[config.mk]
export PLATFORM = sky130hd
export DESIGN_NAME = regfile_access_seq
export DESIGN_NICKNAME = d
export VERILOG_FILES = /design/src/rtl/regfile_access_seq.sv
export SDC_FILE = /design/constraint.sdc
export NUM_CORES = 1
export LEC_CHECK = 0
export ABC_AREA = 1
export CORE_AREA = 3 3 114 116
export CTS_CLUSTER_SIZE = 14
export DETAILED_ROUTE_END_ITERATION = 8
export DIE_AREA = 0 0 117 119
export DONT_BUFFER_PORTS = 1
export GPL_ROUTABILITY_DRIVEN = 0
export PLACE_DENSITY = 0.43
export SLEW_MARGIN = 25
export SYNTH_ARGS = -nofsm -noshare
export SYNTH_HDL_FRONTEND = slang
export SYNTH_SLANG_ARGS = --single-unit
[constraint.sdc]
create_clock -name clk -period 2.9 [get_ports clk]
set_clock_uncertainty 0.2 [all_clocks]
set_input_delay 0.29 -clock clk [delete_from_list [all_inputs] [get_ports clk]]
set_output_delay 0.29 -clock clk [all_outputs]
set_load 0.05 [all_outputs]
[src/rtl/regfile_access_seq.sv]
// regfile_access_seq
// Initiator-side sequencer for an 8 x 8-bit register file. It accepts one
// register-to-register instruction over a valid/ready handshake, reads the
// operands, computes an ALU result and writes it back, one instruction at a time.
// Every port output is a register, so no input reaches an output combinationally.

module regfile_access_seq #(
  parameter int DATA_W = 8,
  parameter int ADDR_W = 3
) (
  input  logic              clk,
  input  logic              rst_n,
  input  logic              instr_valid,
  output logic              instr_ready,
  input  logic [2:0]        op,
  input  logic [ADDR_W-1:0] dst,
  input  logic [ADDR_W-1:0] src1,
  input  logic [ADDR_W-1:0] src2,
  input  logic [DATA_W-1:0] imm,
  output logic              rd_en1,
  output logic              rd_en2,
  output logic [ADDR_W-1:0] rd_addr1,
  output logic [ADDR_W-1:0] rd_addr2,
  input  logic [DATA_W-1:0] rd_out1,
  input  logic [DATA_W-1:0] rd_out2,
  output logic              wr_en,
  output logic [ADDR_W-1:0] wr_addr,
  output logic [DATA_W-1:0] wr_data,
  output logic              done,
  output logic [DATA_W-1:0] result,
  output logic              carry,
  output logic              zero
);

  typedef enum logic [1:0] {
    S_IDLE,
    S_READ,
    S_EXEC,
    S_WRITE
  } state_e;

  typedef enum logic [2:0] {
    OP_ADD  = 3'b000,
    OP_SUB  = 3'b001,
    OP_AND  = 3'b010,
    OP_OR   = 3'b011,
    OP_XOR  = 3'b100,
    OP_SHL1 = 3'b101,
    OP_LDI  = 3'b110,
    OP_MOV  = 3'b111
  } op_e;

  state_e              state;
  op_e                 op_q;        // latched opcode, steers the ALU in EXEC
  logic [ADDR_W-1:0]   dst_q;       // latched destination, loaded into wr_addr in EXEC
  logic                carry_pend;  // carry of the in-flight op, published on retire

  logic [DATA_W-1:0]   alu_res;
  logic                alu_carry;
  logic [DATA_W:0]     alu_wide;

  // Ops that consume a second source operand (and so use read port 2).
  function automatic logic is_binary(input op_e o);
    return (o == OP_ADD) || (o == OP_SUB) || (o == OP_AND) ||
           (o == OP_OR)  || (o == OP_XOR);
  endfunction

  // ALU: combinational function of the latched opcode and the read data.
  // NOTE: every always_comb output gets a default first so no path leaves it
  // unassigned; otherwise synthesis infers a latch.
  always_comb begin
    alu_wide  = '0;
    alu_res   = '0;
    alu_carry = 1'b0;
    case (op_q)
      OP_ADD: begin
        alu_wide  = {1'b0, rd_out1} + {1'b0, rd_out2};
        alu_res   = alu_wide[DATA_W-1:0];
        alu_carry = alu_wide[DATA_W];
      end
      OP_SUB: begin
        // Bit DATA_W of the widened difference is the unsigned borrow (a < b).
        alu_wide  = {1'b0, rd_out1} - {1'b0, rd_out2};
        alu_res   = alu_wide[DATA_W-1:0];
        alu_carry = alu_wide[DATA_W];
      end
      OP_AND:  alu_res = rd_out1 & rd_out2;
      OP_OR:   alu_res = rd_out1 | rd_out2;
      OP_XOR:  alu_res = rd_out1 ^ rd_out2;
      OP_SHL1: alu_res = {rd_out1[DATA_W-2:0], 1'b0};
      OP_MOV:  alu_res = rd_out1;
      default: alu_res = '0;  // LDI bypasses EXEC entirely
    endcase
  end

  // Sequencer FSM with all port outputs registered alongside the state.
  // NOTE: sequential state uses non-blocking assignments so every register
  // samples the pre-edge values, independent of statement order.
  always_ff @(posedge clk or negedge rst_n) begin
    if (!rst_n) begin
      state       <= S_IDLE;
      op_q        <= OP_ADD;
      dst_q       <= '0;
      carry_pend  <= 1'b0;
      instr_ready <= 1'b0;
      rd_en1      <= 1'b0;
      rd_en2      <= 1'b0;
      rd_addr1    <= '0;
      rd_addr2    <= '0;
      wr_en       <= 1'b0;
      wr_addr     <= '0;
      wr_data     <= '0;
      done        <= 1'b0;
      result      <= '0;
      carry       <= 1'b0;
      zero        <= 1'b0;
    end else begin
      case (state)
        S_IDLE: begin
          done <= 1'b0;
          // instr_ready comes up one cycle after reset release; acceptance
          // only happens while it is already visible to the initiator.
          if (instr_ready && instr_valid) begin
            op_q        <= op_e'(op);
            dst_q       <= dst;
            instr_ready <= 1'b0;
            if (op_e'(op) == OP_LDI) begin
              // The immediate is the write data; no operand read is needed.
              wr_en      <= 1'b1;
              wr_addr    <= dst;
              wr_data    <= imm;
              carry_pend <= 1'b0;
              state      <= S_WRITE;
            end else begin
              rd_en1   <= 1'b1;
              rd_addr1 <= src1;
              rd_en2   <= is_binary(op_e'(op));
              rd_addr2 <= is_binary(op_e'(op)) ? src2 : '0;
              state    <= S_READ;
            end
          end else begin
            instr_ready <= 1'b1;
          end
        end

        S_READ: begin
          // The register file samples the read addresses on this edge.
          rd_en1 <= 1'b0;
          rd_en2 <= 1'b0;
          state  <= S_EXEC;
        end

        S_EXEC: begin
          wr_data    <= alu_res;
          carry_pend <= alu_carry;
          wr_en      <= 1'b1;
          wr_addr    <= dst_q;
          state      <= S_WRITE;
        end

        S_WRITE: begin
          // The register file commits on the negedge inside this cycle, so a
          // dependent instruction accepted in the done cycle reads new data.
          wr_en       <= 1'b0;
          result      <= wr_data;
          carry       <= carry_pend;
          zero        <= (wr_data == '0);
          done        <= 1'b1;
          instr_ready <= 1'b1;
          state       <= S_IDLE;
        end

        default: state <= S_IDLE;
      endcase
    end
  end

endmodule

======== Word level (Yosys, flattened, before mapping) ========
Index checks and enable logic that the tools add are counted.
cells by class
  mux-type cells .......................... 27
  $add $sub $neg .......................... 2
  eq/ne operators ......................... 17
  reductions and logical operators ........ 18
  bitwise gates (word level) .............. 4
operator list
  cell                  count
  $pmux W8 S7           1
  $mux W8               2
  $pmux W8 S2           1
  $eq A3 B3 Y1 const B  5
  $eq A3 B2 Y1 const B  4
  $pmux W1 S2           6
  $reduce_and A3 Y1     4
  $add A8 B8 Y9         1
  $mux W1               9
  $mux W3               3
  $sub A8 B8 Y9         1
  $and A8 B8 Y8         1
  $logic_not A8 Y1      1
  $or A8 B8 Y8          1
  $pmux W2 S4           1
  $xor A8 B8 Y8         1
  $eq A3 B1 Y1 const B  2
  $logic_not A3 Y1      2
  $ne A2 B2 Y1 const B  3
  $pmux W3 S2           1
  $reduce_bool A2 Y1    3
  $eq A2 B2 Y1 const B  2
  $logic_or A1 B1 Y1    4
  $mux W2               2
  7 further kinds       7
word-level totals
  word-level logic and storage cells ...... 84
  output and inout bits ................... 32
  register bits after elaboration ......... 41

======== Longest topological paths before layout ========
Gate-level depths: netlist of the first run.
  word-level depth ........................ 8
  mapped depth ............................ 14
  gate-level depth less buffers ........... 13

======== Worst setup path after synthesis of the first run ========
Ideal clock, no wire load.
  path type ............................... reg2reg
  from .................................... register instr_ready
  to ...................................... register rd_en1
  required time ........................... 2.573 ns
  cell stages (with the launch flop) ...... 8
  path slack .............................. 1.050 ns
  data arrival time ....................... 1.522 ns
  cells stage by stage .................... dfrtp_1 -> nand2_1 -> nor2_4 -> inv_2 -> nor2_4 -> inv_2 -> o21ai_0 -> o21ai_0
on the way
  cells in the longest elaborated chain, start to end .. 3
RTL lines
  what                         RTL line  text
  start, declared              14        output logic instr_ready,
  start signal, assigned       105       instr_ready <= 1'b0;
  start signal, assigned       126       instr_ready <= 1'b0;
  start signal, assigned       142       instr_ready <= 1'b1;
  $logic_and A1 B1 Y1          123       if (instr_ready && instr_valid) begin
  $ne A2 B2 Y1 (no line)       n/a
  $reduce_and A3 Y1 (no line)  n/a
  end signal, assigned         106       rd_en1 <= 1'b0;
  end signal, assigned         135       rd_en1 <= 1'b1;
  end signal, assigned         148       rd_en1 <= 1'b0;
  end, declared                20        output logic rd_en1,
Every way passes these cells.
A chain may end at the register's enable or synchronous reset.

======== Worst setup path in the final report of the first run ========
  from .................................... register instr_ready
  to ...................................... register wr_addr[1]
on the way
  cells in the longest elaborated chain, start to end .. 3
RTL lines
  what                         RTL line  text
  $logic_and A1 B1 Y1          123
  $ne A2 B2 Y1 (no line)       n/a
  $reduce_and A3 Y1 (no line)  n/a
  end signal, assigned         130       wr_addr <= dst;
  end signal, assigned         157       wr_addr <= dst_q;
  end, declared                27        output logic [ADDR_W-1:0] wr_addr,
Every way passes these cells.

==> results.sh, run 1 <==
export IMPL_crit_arrival_ns=2.24
export IMPL_drc=0
export IMPL_cts_tree="built"
export IMPL_die_x_um=117
export IMPL_diodes=0
export IMPL_grt_pass1_wl_um=14400
export IMPL_path_class="flop to flop"
export IMPL_ctsResizeCount=0
export IMPL_share_seq_of_total_power=0.476
export IMPL_dp_hpwl_um=6940
export IMPL_setup_viol=0
export IMPL_slowest_delay_ns=0.65
export IMPL_drt_initial_drc_count=212
export IMPL_wirelength_um=8890
export IMPL_critPathCaptureType="flop"
export IMPL_ys_top_cells_by_area="dfrtp_1 (34%), nand2_1 (17%), ha_1 (12%)"
export IMPL_synth_seq_cells=41
export IMPL_rsz0062_at_grt="false"
export IMPL_asyncSetResetFlopFracSynth=1.00
export IMPL_layout_nets=512
export IMPL_cpMaxStageDelayCell="dfrtp_1"
export IMPL_dpl_cell_count=568
export IMPL_syn_avg_cell_area_um2=7.00
export IMPL_numCtsBuffers=5
export IMPL_rows=40
export IMPL_yosysMostFrequentCell="nand2_1"
export IMPL_antenna_left=0
export IMPL_crit_required_ns=2.90
export IMPL_grt_pass1_vias=2730
export IMPL_p_int_mw=1.68
export IMPL_portBuffers=0
export IMPL_via_count=2756
export IMPL_cap_violations=0
export IMPL_synthTopCellsByCount="nand2_1 (133), inv_1 (53), dfrtp_1 (41), nor2_1 (41), ha_1 (29)"
export IMPL_drt_vias_per_instance=4.67
export IMPL_slew_limit_headroom=0.606
export IMPL_min_period_ns=2.24
export IMPL_ys_warn_count=0
export IMPL_holdBufCountCts=14
export IMPL_core_um2=12000
export IMPL_clk_pin_slew_worst_paths_ns=0.06
export IMPL_initial_core_util=0.251
export IMPL_synth_edf_count=0
export IMPL_switchingPower_mw=2.16
export IMPL_met1_usage=0.178
export IMPL_path_delay_family="simple AND/OR/NAND/NOR gates"
export IMPL_finalCritPeriodShare=0.772
export IMPL_grt_max_degree=42
export IMPL_fp_dieH_um=119
export IMPL_cp_max_fo=14
export IMPL_crit_top_cell="nor2_1"
export IMPL_synth_main_ff_cell="dfrtp_1"
export IMPL_insertion_delay_ns=0.28
export IMPL_synth_area_leader_cell="dfrtp_1"
export IMPL_tightest_slew_ns=0.591
export IMPL_cts_setup_buffers=0
export IMPL_cts_buffer_depth=2
export IMPL_p_leak_nw=1.77
export IMPL_ir_drop_v=0.000251
export IMPL_crit_path_start_kind="flop"
export IMPL_met2_usage=0.213
export IMPL_fin_cells=590
export IMPL_syn_instance_count=431
export IMPL_path_buf_inv=2
export IMPL_synth_seq_area_share=0.340
export IMPL_cts_root_buf="clkbuf_16"
export IMPL_antenna_found_initial=0
export IMPL_netlist_area_um2=3020
export IMPL_hp_class="primary input to flop"
export IMPL_htree_levels=2
export IMPL_top_usage_layer="met2"
export IMPL_layout_drive_gt1_share=0.0519
export IMPL_clock_power_share=0.151
export IMPL_gr_usage_met3=0.0234
export IMPL_hold_violations=0
export IMPL_fillers=1348
export IMPL_p_comb_frac=0.373
export IMPL_fp_dieArea_um2=13900
export IMPL_yosys_cell_types_count=32
export IMPL_cts_sinks=41
export IMPL_grt_overflow_total=0
export IMPL_path_cells="nand2_1 > inv_1 > nor2_1 > nor2_1 > nand2_1 > inv_2 > nor2_1 > a31oi_1"
export IMPL_fmax_mhz=446
export IMPL_status="completed"
export IMPL_synth_top_area_share=0.340
export IMPL_drv_slew=0
export IMPL_powerDensity_nw_per_um2=1110
export IMPL_ioPinCount=71
export IMPL_synth_nets=501
export IMPL_grt_total_usage=0.129
export IMPL_firstDrtPassIters=4
export IMPL_setup_tns_ns=0
export IMPL_swShare=0.563
export IMPL_route_detailed_wl_per_inst_um=15.1
export IMPL_syn_to_final_growth_pct=14.9
## cell families (layout without fill, tap and decap cells)
| group | count (synthesis) | after routing | share of synthesized area |
|---|---|---|---|
| DFF | 41 | 41 | 0.340 |
| and+or+nand+nor | 221 | 221 | 0.310 |
| AOI/OAI and AO/OA | 65 | 65 | 0.120 |
| buffers and inverters | 72 | 84 | 0.0925 |
| adders and majority gates | 31 | 31 | 0.134 |
| xor gates and xnor gates | 1 | 1 | 0.00291 |
## power groups by stage
stage	registers [mW]	logic, mW	clock network, mW
2_1_floorplan	1.72	1.11	0
5_1_grt	1.87	1.64	0.627
4_1_cts	1.84	1.44	0.597
3_5_place_dp	1.85	1.40	0
6_report	1.83	1.43	0.579
3_3_place_gp	1.84	1.39	0
## cell usage in the layout (no fill, tap or decap), drive strengths merged
master	count
fa	2
nor3	9
a221oi	1
buf	2
xor2	1
a31oi	4
and2	1
o22a	1
clkinv	1
nand3	26
nor4	1
dfrtp	41
nand2	133
o22ai	9
ha	29
a21oi	27
clkbuf	7
a22oi	1
inv	61
o2111ai	1
dlygate4sd3	13
nor2	44
a32o	1
o21ai	19
nand4	5
or2	2
o21bai	1
## layer usage
layer,up-vias,part of all wire
met5,-,0
met4,0,0.0044
met3,2,0.053
met2,65,0.48
met1,1291,0.46
li1,1398,-
## per-stage QoR
stage                util  hold WS (ns)  power, mW  setup WS [ns]  area [µm²]
detailed placement  0.263        -0.204       3.25          0.659        3160
finish              0.288        0.0255       3.84          0.660        3460
global placement    0.263        -0.205       3.23          0.737        3160
floorplan               -        -0.206       2.83           1.05        3020
CTS                 0.288        0.0195       3.88          0.639        3460
global route        0.288        0.0209       4.14          0.393        3460
## worst register-to-register path, delay by kind of cell, from the launching register on
kind            cells  cell delay (ns)
flops               1             0.65
buf+inv             2             0.43
simple gates        5             0.73
compound gates      1             0.16
## path summary, 6_finish.rpt
kind	start	endpoint	slack (ns)	depth (start not counted)
max in group asynchronous	rst_n	wr_data[7]	2.02	2
worst min-delay path	imm[6]	wr_data[6]	0.03	2
worst min register to register	dst_q[0]	dst_q[0]	0.28	2
min in group asynchronous	rst_n	rd_addr1[0]	0.27	2
worst max register to register	instr_ready	wr_addr[1]	0.66	8
worst max-delay path	instr_ready	wr_addr[1]	0.66	8
## flip-flops by register name, summed over array words and instances (netlist names), 2 cells and up
register  flops
rd_addr2      3
wr_data       8
op_q          3
result        8
wr_addr       3
state         2
rd_addr1      3
dst_q         3
## layout make-up
cell class / count / area (µm²) / area share
inverter: 61 / 229 / 0.0661
clock buffer: 7 / 153 / 0.0441
clock inverter: 1 / 5.00 / 0.00144
sequential: 41 / 1030 / 0.296
tap: 147 / 184 / 0.0531
multi-input combinational: 318 / 1710 / 0.494
timing repair buffer: 15 / 158 / 0.0455
Power figures use the tool's default switching activity.
==> inputs of run 2 (changes only) <==
- clock period: 2.9 -> 2.2 ns (I/O delays scaled with it)
==> run 2 against run 1 <==
Clock power increased by 32%. Cell count is 2.5% higher. Via count is 1.7% higher. Setup slack worse by 0.53 ns. Clock-buffer cell count did not move. Register-to-register slack worse by 0.53 ns. Non-clock buffer count is 15 higher. Design area increased by 3.8%. Critical path depth up 1. Core utilization increased by 1.1 points. Sequential cell count unchanged. Critical endpoint is now wr_data[5]. Largest cell class unchanged. Largest power group unchanged.
==> results.sh, run 2 (synthesis gave the netlist of run 1 again) <==
export IMPL_firstDrtPassIters=4
export IMPL_setup_tns_ns=0
export IMPL_crit_arrival_ns=2.04
export IMPL_rsz0062_at_grt="false"
export IMPL_rows=40
export IMPL_ff2ff_path_depth=9
export IMPL_clk_pin_slew_worst_paths_ns=0.06
export IMPL_grt_total_usage=0.130
export IMPL_wirelength_um=8950
export IMPL_antenna_found_initial=0
export IMPL_grt_max_degree=42
export IMPL_tightest_slew_ns=0.600
export IMPL_core_um2=12000
export IMPL_cts_buffer_depth=2
export IMPL_cts_sinks=41
export IMPL_final_common_cell="nand2_1"
export IMPL_critPathCaptureType="flop"
export IMPL_layout_drive_gt1_share=0.0677
export IMPL_cts_setup_buffers=0
export IMPL_fin_cells=605
export IMPL_grt_overflow_total=0
export IMPL_die_x_um=117
export IMPL_fp_dieH_um=119
export IMPL_grt_pass1_wl_um=14500
export IMPL_syn_to_final_growth_pct=19.2
export IMPL_slew_limit_headroom=0.600
export IMPL_cp_max_fo=7
export IMPL_grt_pass1_vias=2772
export IMPL_path_cells="nor2_2 > nand2_1 > inv_1 > nand2_1 > o21ai_0 > nor3_1 > nand3_1 > nand2_1 > a21oi_1"
export IMPL_switchingPower_mw=2.86
export IMPL_cap_violations=0
export IMPL_initial_core_util=0.251
export IMPL_insertion_delay_ns=0.28
export IMPL_p_leak_nw=1.84
export IMPL_portBuffers=0
export IMPL_crit_required_ns=2.17
export IMPL_drv_slew=0
export IMPL_postLayoutCellArea_um2=3590
export IMPL_path_class="flop to flop"
export IMPL_min_period_ns=2.07
export IMPL_dpl_cell_count=576
export IMPL_layout_nets=527
export IMPL_drc=0
export IMPL_diodes=0
export IMPL_ir_drop_v=0.000536
export IMPL_hold_depth=2
export IMPL_holdBufCountCts=21
export IMPL_ioPinCount=71
export IMPL_slowest_delay_ns=0.50
export IMPL_crit_path_start_kind="flop"
export IMPL_finalCritPeriodShare=0.942
export IMPL_drt_vias_per_instance=4.63
export IMPL_antenna_left=0
export IMPL_fp_dieArea_um2=13900
export IMPL_via_count=2802
export IMPL_p_int_mw=2.30
export IMPL_route_detailed_wl_per_inst_um=14.8
export IMPL_cpMaxStageDelayCell="dfrtp_1"
export IMPL_powerDensity_nw_per_um2=1440
export IMPL_htree_levels=2
export IMPL_power_total_mw=5.16
export IMPL_swShare=0.554
export IMPL_setup_viol=0
export IMPL_dp_hpwl_um=7010
export IMPL_path_delay_family="simple AND/OR/NAND/NOR gates"
export IMPL_path_buf_inv=1
export IMPL_clock_power_share=0.148
export IMPL_placed_cell_area_um2=3220
export IMPL_reg_top3="result x8, wr_data x8"
export IMPL_p_comb_frac=0.402
export IMPL_numCtsBuffers=5
export IMPL_status="completed"
export IMPL_hold_violations=0
export IMPL_crit_cells=9
export IMPL_hp_class="primary input to flop"
export IMPL_fmax_mhz=482
export IMPL_drt_initial_drc_count=179
export IMPL_share_seq_of_total_power=0.450
export IMPL_cts_tree="built"
export IMPL_ctsResizeCount=0
export IMPL_layout_common_cells="nand2_1 (133), inv_1 (53), nor2_1 (41), dfrtp_1 (41), ha_1 (29)"
export IMPL_post_route_util=0.299
export IMPL_cts_root_buf="clkbuf_16"
export IMPL_crit_top_cell="nand2_1"
[run 2: cell count changes in the layout (fill, tap and decap cells not counted)]
cell | previous run | this run
dlygate4sd3_1 | 13 | 20
buf_4 | 1 | 9
[run 2: routing by layer]
| layer | wire length (µm) | vias up | part of all wire | GRT usage |
|---|---|---|---|---|
| met5 | 0 | - | 0 | 0 |
| li1 | - | 1427 | - | - |
| met2 | 4130 | 81 | 0.46 | 0.209 |
| met3 | 535 | 15 | 0.060 | 0.0264 |
| met4 | 156 | 0 | 0.017 | 0.0351 |
| met1 | 4130 | 1279 | 0.46 | 0.175 |
[run 2: power groups by stage]
| stage | sequential [mW] | clock, mW | combinational (mW) |
|---|---|---|---|
| detailed placement | 2.35 | 0 | 2.03 |
| CTS | 2.34 | 0.783 | 2.09 |
| finish | 2.32 | 0.763 | 2.07 |
| global route | 2.39 | 0.817 | 2.37 |
| floorplan | 2.27 | 0 | 1.46 |
| global placement | 2.35 | 0 | 2.03 |
[run 2: worst paths after layout]
kind,start,to,slack (ns)
hold reg to reg,dst_q[0],dst_q[0],0.27
min in group asynchronous,rst_n,rd_addr1[0],0.19
hold / removal,imm[2],wr_data[2],0.004
setup / recovery,op_q[1],wr_data[5],0.13
max in group asynchronous,rst_n,result[7],1.39
setup reg to reg,op_q[1],wr_data[5],0.13
[run 2: area by class of cell]
type                    instances  area [µm²]
multi-input cells             318        1710
repair buffers                 30         288
clock inverters                 1        5.00
well taps                     147         184
clock buffers                   7         153
inverters                      61         229
fillers                      1313        8420
flip-flops and latches         41        1030
[run 2: worst register-to-register path, stage by stage (launching register included)]
cell     delay, ns
dfrtp_1       0.50
nor2_2        0.13
nand2_1       0.25
inv_1         0.14
nand2_1       0.08
o21ai_0       0.08
nor3_1        0.29
nand3_1       0.14
nand2_1       0.08
a21oi_1       0.06
[run 2: metrics by stage]
stage	worst slack, ns	hold WS, ns
after floorplan	0.350	-0.276
after global placement	0.187	-0.275
after detailed placement	0.214	-0.274
after CTS	0.194	0.0218
after global routing	0.0387	0.0322
final	0.127	0.00439
